## config.mk

```make
export PLATFORM = sky130hd
export DESIGN_NAME = regfile_write_arbiter
export DESIGN_NICKNAME = d
export VERILOG_FILES = /design/src/rtl/regfile_write_arbiter_pkg.sv /design/src/rtl/regfile_write_arbiter_rr.sv /design/src/rtl/regfile_write_arbiter.sv
export SDC_FILE = /design/constraint.sdc
export NUM_CORES = 1
export LEC_CHECK = 0
export ABC_AREA = 0
export BUFFER_PORTS_ARGS = -buffer_cell sky130_fd_sc_hd__buf_2
export CORE_MARGIN = 2
export CORE_UTILIZATION = 39
export CTS_CLUSTER_SIZE = 12
export DETAILED_ROUTE_END_ITERATION = 12
export PLACE_DENSITY = 0.76
export SYNTH_ARGS = -nofsm -noshare
export SYNTH_HDL_FRONTEND = slang
export SYNTH_HIERARCHICAL = 1
export SYNTH_SLANG_ARGS = --single-unit
```

## constraint.sdc

```tcl
create_clock -name clk -period 1.43 [get_ports clk]
set_input_delay 0.143 -clock clk [delete_from_list [all_inputs] [get_ports clk]]
set_output_delay 0.143 -clock clk [all_outputs]
set_load 0.01 [all_outputs]
```

## src/rtl/regfile_write_arbiter_pkg.sv

```systemverilog
// Shared constants, request record and round-robin pick helper for the
// register-file write arbiter.
package regfile_pkg;

    localparam int DATA_W   = 64;
    localparam int ADDR_W   = 5;
    localparam int ZERO_REG = 31;

    // One pending register-file write as presented by a writeback source.
    typedef struct packed {
        logic [ADDR_W-1:0] addr;
        logic [DATA_W-1:0] data;
    } wr_req_t;

    // Two-way round-robin pick: a lone requester always wins; on contention
    // the source named by rrPtr wins. Result is one-hot (or zero).
    function automatic logic [1:0] rrPick(input logic [1:0] req, input logic rrPtr);
        logic [1:0] pick;
        pick = 2'b00;
        case (req)
            2'b01:   pick = 2'b01;
            2'b10:   pick = 2'b10;
            2'b11:   pick = rrPtr ? 2'b10 : 2'b01;
            default: pick = 2'b00;
        endcase
        return pick;
    endfunction

endpackage

```

## src/rtl/regfile_write_arbiter_rr.sv

```systemverilog
// Two-way round-robin arbiter. Owns the fairness pointer; grants are
// combinational and suppressed while hold or reset is asserted.
module rr_arbiter_2
    import regfile_pkg::*;
(
    input  logic       clk,
    input  logic       reset,
    input  logic       hold,
    input  logic [1:0] req,
    output logic [1:0] gnt
);

    logic rrPtr;

    // Grant decision for this cycle; nothing is granted while frozen.
    always_comb begin
        gnt = 2'b00;
        if (!reset && !hold) begin
            gnt = rrPick(req, rrPtr);
        end
    end

    // Favour the source that lost (or did not win) the most recent grant.
    always_ff @(posedge clk) begin
        if (reset) begin
            rrPtr <= 1'b0;
        end else if (|gnt) begin
            rrPtr <= ~gnt[1];
        end
    end

endmodule

```

## src/rtl/regfile_write_arbiter.sv

```systemverilog
// Shares the register file's single write port between the execute result
// (source 0) and load data (source 1). Writes to the zero register are
// acknowledged immediately and dropped without using the port.
module regfile_write_arbiter #(
    parameter int DATA_W   = regfile_pkg::DATA_W,
    parameter int ADDR_W   = regfile_pkg::ADDR_W,
    parameter int ZERO_REG = regfile_pkg::ZERO_REG
) (
    input  logic              clk,
    input  logic              reset,
    input  logic              hold,
    input  logic              req0_valid,
    input  logic [ADDR_W-1:0] req0_addr,
    input  logic [DATA_W-1:0] req0_data,
    output logic              req0_ready,
    input  logic              req1_valid,
    input  logic [ADDR_W-1:0] req1_addr,
    input  logic [DATA_W-1:0] req1_data,
    output logic              req1_ready,
    output logic              RegWrite,
    output logic [ADDR_W-1:0] WriteRegister,
    output logic [DATA_W-1:0] WriteData,
    output logic              grant_src
);

    localparam logic [ADDR_W-1:0] ZERO_ADDR = ADDR_W'(ZERO_REG);

    logic              zeroHit0;
    logic              zeroHit1;
    logic [1:0]        portReq;
    logic [1:0]        gnt;
    logic              issueVld_p0;
    logic [ADDR_W-1:0] selAddr_p0;
    logic [DATA_W-1:0] selData_p0;

    // Zero-register writes bypass arbitration; only real writes compete.
    always_comb begin
        zeroHit0 = req0_valid && (req0_addr == ZERO_ADDR);
        zeroHit1 = req1_valid && (req1_addr == ZERO_ADDR);
        portReq  = {req1_valid && !zeroHit1, req0_valid && !zeroHit0};
    end

    rr_arbiter_2 uArb (
        .clk   (clk),
        .reset (reset),
        .hold  (hold),
        .req   (portReq),
        .gnt   (gnt)
    );

    // Ready = discarded zero-reg write or port grant; nothing accepted in reset.
    always_comb begin
        req0_ready  = !reset && (zeroHit0 || gnt[0]);
        req1_ready  = !reset && (zeroHit1 || gnt[1]);
        issueVld_p0 = |gnt;
        selAddr_p0  = gnt[1] ? req1_addr : req0_addr;
        selData_p0  = gnt[1] ? req1_data : req0_data;
    end

    // ---- stage p0 -> register-file port ----
    // Register the granted write; address/data/source hold when idle.
    always_ff @(posedge clk) begin
        if (reset) begin
            RegWrite      <= 1'b0;
            WriteRegister <= '0;
            WriteData     <= '0;
            grant_src     <= 1'b0;
        end else begin
            RegWrite <= issueVld_p0;
            if (issueVld_p0) begin
                WriteRegister <= selAddr_p0;
                WriteData     <= selData_p0;
                grant_src     <= gnt[1];
            end
        end
    end

endmodule

```

==> key figures, run 1 <==
Run status
  • Outcome: finished, violations left
  • Failing checks: setup timing

Logic synthesis
  • Synthesized area: roughly 0.0035 mm^2
  • Distinct cells, synth: 24
  • Syn avg cell area: 10.7 um^2
  • Synth warn: 6
  • Ys async rst share: 0%
  • Post-Synthesis Cells: 333
  • Sequential share of the synthesized area: around two fifths
  • Syn nets: 476
  • Post-synth EDFFs: 0
  • Synth area leaders: dfxtp_1, mux2i_1, a211oi_1, nor2b_1, a211oi_2
  • Yosys reg bits: 72
  • Most used DFF post-synth: dfxtp_1
  • Synth top area share: 40.6%
  • Area leader, netlist: dfxtp_1

Clock tree
  • Post-CTS Hold Buffers: 0
  • Clock-pin slew on the worst setup and hold paths: 0.08 ns
  • Cts bufs inserted: 9
  • CTS sink count: 72
  • Max Root-Sink Buffers: 2
  • Clk root buf: clkbuf_8
  • CTS tree: yes
  • H-tree depth: 3
  • Clk Latency, worst-skew pair: ~0.33 ns

Timing
  • Final Hold Vio Count: 0
  • Final Cycle Share: 103%
  • Fmax: just under 0.7 GHz
  • Final min period: 1.48 ns
  • Max Slew Vio Count: 0
  • Slew margin rel.: between 70% and 80%
  • RSZ-0062 raised after global routing: yes
  • Clock skew: 0.00802 ns
  • Worst-Margin Slew: 0.379 ns
  • Setup tns final: -0.280 ns
  • Setup-failing EPs final: 11
  • Final setup margin: -0.0471 ns

Detailed routing
  • DRC: 0
  • First DRT Iteration DRCs: 74
  • Via count: 3320
  • Vias per cell: 4.98
  • Antenna viol nets, final: 0
  • DRT Pass-1 Iters: 4
  • Drt wl/cell: 15.0 um
  • Total wire length: 10.0 mm

Global routing
  • Pin count of the biggest net entering global routing: 78
  • Vias in the first global route: approximately 3300
  • Grt ovf: 0
  • First-pass GRT wire length: 15.8 mm
  • Initial antenna violation count: 0
  • GRT Overall Usage: 19.6%

Place
  • Placed Cells: 645
  • Port bufs: 215
  • Dpl hpwl: 6.99 mm
  • Dpl cell area: between 0.004 and 0.005 mm^2
  • Final GP Congestion: 0.804

Worst setup path
  • Crit path DAT: 1.33 ns
  • Critical Path End Type: output port
  • Crit Path Class: flop to output port
  • R2R Path Start: uArb/rrPtr
  • WP data required: between 1 and 1.5 ns
  • CP Launch Type: flop
  • Crit Path Max Fanout: 3
  • Worst Setup SP: uArb/rrPtr

Final layout
  • Diode count: 0
  • Fin nets: 697
  • Post-Layout Inst Area: 0.00517 mm^2
  • Syn-to-layout area delta: 45.8%
  • Layout cell share with drive strength beyond 1: 51.5%
  • Final Non-Filler Cells: approximately 670
  • # fillers: between 700 and 800
  • Commonest non-fill, non-tap cells in the layout: buf_2, dfxtp_1, nor2b_1, mux2i_1, a211oi_1
  • Leading cell type in the layout, fill and taps excluded: buf_2

Pwr
  • Power per standard cell area: 969 mW/mm^2
  • Leak: 2.27 nW
  • Worst VDD drop: 559 uV
  • Pwr Total: between 5 and 6 mW

Die
  • Std-Cell Rows: 34
  • IO Count: 216
  • Die footprint: between 0.009 and 0.01 mm^2
  • DIE WIDTH: 99.4 um
  • Die height: approximately 100 um
  • Initial Utilization: 40.5%
  • Core area: 0.00876 mm^2

Job
  • Max Cap Viol: 0

Worst hold path
  • HP Class: input pin to flop
  • HP Start: req1_data[8]
[path summary, 6_finish.rpt]
path	end	slack (ns)	cells after the start
worst max-delay path	req1_ready	-0.05	5
worst min-delay path	WriteData[8]	0.09	3
worst min register to register	grant_src	0.49	2
worst max register to register	WriteData[25]	-0.04	6
[logic make-up after synthesis]
kind of cell,count (synthesis),share of synthesized area [%]
compound gates,76,17.7
buf+inv,33,7.73
flops,72,40.6
mux,69,19.5
simple gates,83,14.5
[cells in the mapped netlist, types with 2 or more instances]
cell	n
dfxtp_1	72
a21oi_1	2
nand4b_1	2
buf_8	7
buf_6	9
a211oi_2	11
nand2b_1	2
nand2_1	3
a211oi_1	58
clkbuf_1	10
buf_1	3
o22ai_1	2
o21a_1	2
inv_1	2
and3_1	2
nor2b_1	69
mux2i_1	69
nand3_1	2
[critical path, cell delays in order, from the launching register on]
cell and delay, ns:
dfxtp_2 0.34, nand2b_4 0.12, and3_4 0.21, inv_6 0.04
o22ai_4 0.16, buf_6 0.13
[timing repair]
action,4_1_cts,5_1_grt
setup buffers,4,0
setup endpoints to repair,2,52
resized for setup,11,13
cloned,1,1
pin swaps,4,4
[state kept, by name (all words and copies together) (netlist names)]
signal and flops:
grant_src 1, uArb/rrPtr 1, WriteData 64, WriteRegister 5, RegWrite 1
[where the power goes]
| part | internal [mW] | total, mW | switching (mW) |
|---|---|---|---|
| Clock | 1.13 | 1.90 | 0.769 |
| Sequential | 2.14 | 2.20 | 0.0649 |
| Combinational | 0.495 | 0.917 | 0.422 |
| Total | 3.76 | 5.01 | 1.26 |
[metrics by stage]
stage          hold slack (ns)  setup WS (ns)  utilization, %
2_1_floorplan            0.258         0.0290               -
3_3_place_gp             0.442         -0.207            54.2
3_5_place_dp             0.448         -0.265            54.2
4_1_cts                 0.0818        -0.0431            58.2
5_1_grt                 0.0761         -0.116            59.0
6_report                0.0905        -0.0471            59.0
[layer usage]
metal	vias to the layer above	part of all wire (%)	GRT usage [%]	wire (um)
li1	1652	-	-	-
met1	1537	41	23.0	4110
met2	121	51	35.2	5100
met3	10	7.0	5.69	696
met4	0	1.1	4.32	108
met5	-	0	0	0
[cell type report]
class / instances / area [um^2] / area share, %
clock buffers: 12 / 165 / 3.19
multi-input cells: 228 / 1910 / 37.0
flip-flops and latches: 72 / 1440 / 27.9
clock inverters: 4 / 75.1 / 1.45
well taps: 108 / 135 / 2.61
inverters: 3 / 18.8 / 0.363
repair buffers: 240 / 1420 / 27.5
Note: power is estimated with default switching activity, not from simulation.
==> run 2: changes to the inputs <==
--- a/config.mk
+++ b/config.mk
@@ -7,6 +7,5 @@
 export LEC_CHECK = 0
-export ABC_AREA = 0
+export ABC_AREA = 1
 export BUFFER_PORTS_ARGS = -buffer_cell sky130_fd_sc_hd__buf_2
-export CORE_MARGIN = 2
-export CORE_UTILIZATION = 39
+export CORE_UTILIZATION = 38
 export CTS_CLUSTER_SIZE = 12
==> constraint.sdc (replaced) <==
create_clock -name clk -period 1.43 [get_ports clk]
set_input_delay 0 -clock clk [delete_from_list [all_inputs] [get_ports clk]]
set_output_delay 0 -clock clk [all_outputs]
set_load 0.01 [all_outputs]
==> key figures, run 2 <==
Timing
  • Final setup margin: -0.0544 ns (-0.00736 ns)
  • Final min period: 1.48 ns (+0.00736 ns)
  • Final Hold Vio Count: 0 (unchanged)
  • Worst-Margin Slew: 0.304 ns (-0.0748 ns)
  • Final Cycle Share: 104% (+0.51 points)
  • Setup-failing EPs final: 54 (+43)
  • Min Hold Slack: 0.0332 ns (-0.0574 ns)
  • RSZ-0062 raised after global routing: yes
  • Fmax: 0.674 GHz (-0.50%)
  • Max Slew Vio Count: 0 (unchanged)
  • Clock skew: 0.00813 ns (+0.000115 ns)
  • Slew margin rel.: 79.7% (+5.0 points)

Logic synthesis
  • Compound-Gate Fraction of Synth Area: 0.889% (-17 points)
  • Synth warn: 6 (unchanged)
  • Most used DFF post-synth: dfxtp_1
  • Syn nets: 694 (+46%)
  • Syn avg cell area: 6.13 um^2 (-42%)
  • Yosys reg bits: 72 (unchanged)
  • Simple-Gate Fraction of Synth Area: 43.6% (+29 points)
  • Post-synth EDFFs: 0 (unchanged)
  • Synthesized area: 0.00338 mm^2 (-4.8%)
  • Synth top area share: 42.7% (+2.0 points)
  • Mux contribution to synthesized area: 0% (-19 points)
  • Area leader, netlist: dfxtp_1
  • Post-Synth Adder-Cell Area: 0% (unchanged)
  • Count leader, synth: nand2_1
  • Synth area leaders: dfxtp_1, nand2_1, nand3_1, inv_1, buf_2
  • Distinct cells, synth: 15 (-38%)
  • Ys async rst share: 0% (unchanged)
  • Largest family of logic cells by synthesized area: simple AND/OR/NAND/NOR gates
  • Sequential share of the synthesized area: 42.7% (+2.0 points)
  • Post-Synthesis Cells: 551 (+65%)
  • Top cell types by occurrence after synthesis: nand2_1, inv_1, dfxtp_1, nand3_1, buf_2
  • Post-Synth XOR/XNOR Area: 0% (unchanged)

Pwr
  • Power per standard cell area: 811 mW/mm^2 (-16%)
  • Leak: 3.99 nW (+76%)
  • Pwr Total: 5.49 mW (+9.5%)
  • Worst VDD drop: 525 uV (-6.1%)

Global routing
  • Vias in the first global route: 4436 (+33%)
  • First-pass GRT wire length: 19.4 mm (+23%)
  • Initial antenna violation count: 1 (+1)
  • Pin count of the biggest net entering global routing: 70 (-10%)
  • GRT Overall Usage: 27.4% (+7.8 points)
  • Grt ovf: 0 (unchanged)

Clock tree
  • Clk root buf: clkbuf_8
  • CTS tree: yes
  • Clock-pin slew on the worst setup and hold paths: 0.07 ns (about the same)
  • Cts bufs inserted: 9 (unchanged)
  • CTS sink count: 72 (unchanged)
  • H-tree depth: 3 (unchanged)
  • Max Root-Sink Buffers: 2 (unchanged)
  • Clk Latency, worst-skew pair: 0.34 ns (about the same)

Final layout
  • Final Non-Filler Cells: 1033 (+55%)
  • Layout cell share with drive strength beyond 1: 32.5% (-19 points)
  • Syn-to-layout area delta: 100%
  • Commonest non-fill, non-tap cells in the layout: nand2_1, buf_2, dlygate4sd3_1, inv_1, dfxtp_1
  • Largest register FFs: 64 (unchanged)
  • Fin nets: 1062 (+52%)
  • Leading cell type in the layout, fill and taps excluded: nand2_1
  • Largest regs: WriteData (64), WriteRegister (5)
  • Reg with most FFs: WriteData

Place
  • Dpl hpwl: 6.85 mm (-1.9%)
  • Final GP Congestion: 0.761 (-5.3%)
  • Placed Cells: 858 (+33%)
  • Port bufs: 215 (unchanged)

Detailed routing
  • DRT Pass-1 Iters: 5 (+1)
  • Total wire length: 15.5 mm (+55%)
  • DRC: 0 (unchanged)
  • First DRT Iteration DRCs: 219 (+200%)
  • Vias per cell: 4.80 (-3.5%)
  • Antenna viol nets, final: 0 (unchanged)
  • Via count: 4960 (+49%)
  • Drt wl/cell: 15.0 um (about the same)

Worst hold path
  • Hold Path Stages: 4 (+1)
  • Min-Delay Endpoint: uArb/rrPtr
  • HP Class: input pin to flop
  • HP Start: reset

Worst setup path
  • CP Launch Type: flop
  • Critical Path End Type: flop
  • Crit Path Class: flop to flop
  • Crit Path Max Fanout: 9 (+6)
  • R2r worst-path depth: 10 (+4)
  • Crit path DAT: 1.77 ns (+0.44 ns)
  • R2R Path Start: uArb/rrPtr
  • Worst flop-to-flop path endpoint: WriteData[57]
  • Reg2reg setup slack: -0.05 ns (about the same)
  • WP data required: 1.71 ns (+0.42 ns)

Run status
  • Outcome: finished, violations left
  • Failing checks: setup timing

Die
  • Initial Utilization: 38.9% (-1.6 points)
  • Core area: 0.00868 mm^2 (-0.97%)
  • Die height: 96.3 um (-3.1%)
  • IO Count: 216 (unchanged)
  • Die footprint: 0.00927 mm^2 (-6.1%)
  • DIE WIDTH: 96.3 um (-3.1%)
  • Std-Cell Rows: 34 (unchanged)

Job
  • Max Cap Viol: 0 (unchanged)
## run 2: worst max-delay path, stage by stage (launching register included)
cell and delay, ns:
dfxtp_4 0.37, nor2_4 0.10, nor2_4 0.05, buf_4 0.16, nor2_4 0.15, buf_12 0.18, clkbuf_16 0.17, nand2_1 0.06
nand3_1 0.08, nand2_1 0.06, inv_1 0.05
## run 2: cell families after synthesis
kind of cell	count (synthesis)
flops	72
simple gates	366
compound gates	5
buf+inv	108
## run 2: layout make-up
type	count	area [um^2]
tap	108	135
sequential	72	1450
timing repair buffer	386	2990
inverter	79	297
clock buffer	11	151
antenna	1	2.50
fill	580	1910
clock inverter	5	103
multi-input combinational	371	1650
## run 2: what timing repair did
action	in CTS	in global routing
gates cloned	0	15
buffers inserted	1	4
hold buffers	138	0
endpoints found under the setup margin	2	71
endpoints found under the hold margin	71	0
pin swaps	1	5
gates resized for setup	7	35
## run 2: metrics by stage
step / area (um^2) / utilization [%] / TNS, ns / setup slack [ns]
after floorplan: 3380 / - / 0 / 0.113
after global placement: 4640 / 53.5 / -2.58 / -0.0761
after detailed placement: 4640 / 53.5 / -6.15 / -0.121
after CTS: 6300 / 72.6 / 0 / 0.00689
after global routing: 6770 / 78.0 / -6.09 / -0.130
final: 6770 / 78.0 / -1.35 / -0.0544
## run 2: per-layer routing
| metal | GRT usage, % | up-vias | routed length (um) |
|---|---|---|---|
| li1 | - | 2378 | - |
| met1 | 25.4 | 2184 | 5580 |
| met2 | 51.6 | 302 | 7770 |
| met3 | 7.90 | 96 | 1200 |
| met4 | 18.2 | 0 | 941 |
| met5 | 0 | - | 0 |
## run 2: worst max-delay path by stage
stage,endpoint,startpoint,cells past startpoint,slack [ns]
3_3_place_gp,WriteData[16],req1_addr[2],12,-0.08
5_1_grt,WriteData[57],uArb/rrPtr,10,-0.13
4_1_cts,WriteRegister[1],uArb/rrPtr,9,0.007
3_5_place_dp,WriteData[16],req1_addr[2],12,-0.12
6_report,WriteData[57],uArb/rrPtr,10,-0.05
2_1_floorplan,WriteData[42],req0_addr[2],14,0.11
## run 2: report_power, final
| part | internal (mW) | total [mW] | switching [mW] | leakage, nW |
|---|---|---|---|---|
| registers | 2.11 | 2.17 | 0.0566 | 0.587 |
| logic | 0.723 | 1.31 | 0.587 | 3.27 |
| clock network | 1.25 | 2.02 | 0.765 | 0.126 |
==> run 3: changes to the inputs <==
Settings changed: RECOVER_POWER set to 50.
==> key figures, run 3 (same netlist as run 2, synthesis figures left out) <==
Clock tree
  • Clk root buf: clkbuf_8
  • Max Root-Sink Buffers: 2 (unchanged)
  • Clk Latency, worst-skew pair: 0.34 ns (about the same)
  • Cts bufs inserted: 9 (unchanged)
  • H-tree depth: 3 (unchanged)
  • CTS tree: yes
  • Clock-pin slew on the worst setup and hold paths: 0.08 ns (about the same)
  • CTS sink count: 72 (unchanged)

Detailed routing
  • Antenna viol nets, final: 0 (unchanged)
  • Vias per cell: 4.79 (-0.34%)
  • First DRT Iteration DRCs: 223 (+1.8%)
  • DRC: 0 (unchanged)
  • Via count: 4943 (-0.34%)
  • Drt wl/cell: 15.1 um (+0.37%)
  • Total wire length: 15.6 mm (+0.37%)
  • DRT Pass-1 Iters: 5 (unchanged)

Die
  • Std-Cell Rows: 34 (unchanged)
  • Die footprint: 0.00927 mm^2 (unchanged)
  • Core area: 0.00868 mm^2 (unchanged)
  • Die height: 96.3 um (unchanged)
  • Initial Utilization: 38.9% (unchanged)
  • DIE WIDTH: 96.3 um (unchanged)
  • IO Count: 216 (unchanged)

Timing
  • RSZ-0062 raised after global routing: yes
  • Worst-Margin Slew: 0.305 ns (+0.000695 ns)
  • Final setup margin: -0.0579 ns (-0.00349 ns)
  • Slew margin rel.: 79.7% (about the same)
  • Fmax: 0.672 GHz (-0.23%)
  • Setup tns final: -1.35 ns (-0.00320 ns)
  • Final Hold Vio Count: 0 (unchanged)
  • Clock skew: 0.00608 ns (-0.00205 ns)
  • Final Cycle Share: 104% (+0.24 points)
  • Final min period: 1.49 ns (+0.00349 ns)
  • Max Slew Vio Count: 0 (unchanged)
  • Setup-failing EPs final: 56 (+3.7%)

Global routing
  • GRT busiest layer: met2
  • GRT Overall Usage: 27.4% (unchanged)
  • Vias in the first global route: 4436 (unchanged)
  • Met1 Usage GRT: 25.4% (unchanged)
  • First-pass GRT wire length: 19.4 mm (unchanged)
  • Grt ovf: 0 (unchanged)
  • Pin count of the biggest net entering global routing: 70 (unchanged)
  • GR Util met3: 7.90% (unchanged)
  • Initial antenna violation count: 1 (unchanged)
  • Met2 Usage GRT: 51.6% (unchanged)

Worst setup path
  • WP data required: 1.72 ns (about the same)
  • CP peak stage delay: 0.37 ns (about the same)
  • Critical Path End Type: flop
  • R2R Path Start: uArb/rrPtr
  • Family with the most delay on the worst path: buffers and inverters
  • Crit-path slowest cell: dfxtp_4
  • Crit path cell chain: nand2_2 -> nand3_2 -> inv_2 -> inv_2 -> nor2_4 -> buf_6 -> buf_6 -> nand2_1 -> nand3_1 -> nand2_1 -> inv_1
  • Crit Path Max Fanout: 10 (+1)
  • Worst Setup SP: uArb/rrPtr
  • Crit path DAT: 1.78 ns (about the same)
  • Worst Path Buf+Inv: 5 (+1)
  • Crit Path Class: flop to flop
  • CP Launch Type: flop
  • Stages on the worst setup path: 11 (+1)
  • R2r worst-path depth: 11 (+1)

Pwr
  • Worst VDD drop: 522 uV (-0.52%)
  • Leak: 3.82 nW (-4.2%)
  • Power per standard cell area: 815 mW/mm^2 (+0.50%)
  • Pwr Total: 5.48 mW (-0.24%)

Worst hold path
  • HP Start: reset
  • HP Class: input pin to flop
  • Hold Path Stages: 4 (unchanged)

Final layout
  • Post-Layout Inst Area: 0.00672 mm^2 (-0.74%)
  • Layout cell share with drive strength beyond 1: 28.1% (-4.3 points)
  • Largest regs: WriteData (64), WriteRegister (5)
  • Syn-to-layout area delta: 99.0%
  • Commonest non-fill, non-tap cells in the layout: nand2_1, buf_2, dlygate4sd3_1, inv_1, dfxtp_1
  • Reg with most FFs: WriteData
  • Fin nets: 1062 (unchanged)
  • Largest register FFs: 64 (unchanged)
  • Leading cell type in the layout, fill and taps excluded: nand2_1

Run status
  • Failing checks: setup timing
  • Outcome: finished, violations left

Place
  • Final GP Congestion: 0.761 (unchanged)
  • Dpl hpwl: 6.85 mm (unchanged)
  • Port bufs: 215 (unchanged)
  • Pre-CTS setup slack: -0.121 ns (unchanged)
  • Dpl cell area: 0.00464 mm^2 (unchanged)

Job
  • Max Cap Viol: 0 (unchanged)
[run 3: cell count changes in the layout (fill, tap and decap cells not counted), sizes merged]
cell    change
buf        -40
clkbuf     +40
[run 3: worst paths after layout]
path | endpoint | slack, ns
setup / recovery | WriteRegister[2] | -0.06
hold / removal | uArb/rrPtr | 0.03
setup reg to reg | WriteRegister[2] | -0.06
hold reg to reg | grant_src | 0.46
[run 3: worst reg2reg max path, delay by kind of cell (launching register included)]
family	cells	cell delay, ns
buf+inv	5	0.56
flops	1	0.37
simple gates	6	0.54
[run 3: cell type report]
cell class,count,area [um^2]
inverter,79,297
clock inverter,5,103
fill,610,1960
timing repair buffer,386,2940
clock buffer,11,151
multi-input combinational,371,1650
sequential,72,1450
tap,108,135
antenna,1,2.50
[run 3: per-layer routing]
metal	up-vias	wire length [um]
li1	2373	-
met5	-	0
met1	2173	5550
met3	92	1250
met4	0	921
met2	305	7830
[run 3: report_power, final]
part	switching, mW	internal (mW)
Combinational	0.588	0.708
Clock	0.765	1.25
Sequential	0.0579	2.11
Total	1.41	4.07
[run 3: stage by stage]
| step | hold slack, ns | instances | utilization (%) |
|---|---|---|---|
| 3_3_place_gp | 0.276 | 858 | 53.5 |
| 6_report | 0.0294 | 1033 | 77.4 |
| 5_1_grt | 0.0306 | 1033 | 77.4 |
| 4_1_cts | 0.000205 | 1013 | 72.6 |
| 2_1_floorplan | 0.0441 | 551 | - |
| 3_5_place_dp | 0.287 | 858 | 53.5 |
[run 3: repair_timing]
action	in CTS	in global routing
hold buffers	138	0
hold endpoints to repair	71	0
gates resized for setup	7	35
buffers inserted	1	4
endpoints found under the setup margin	2	71
cloned	0	15
pin swaps	1	5
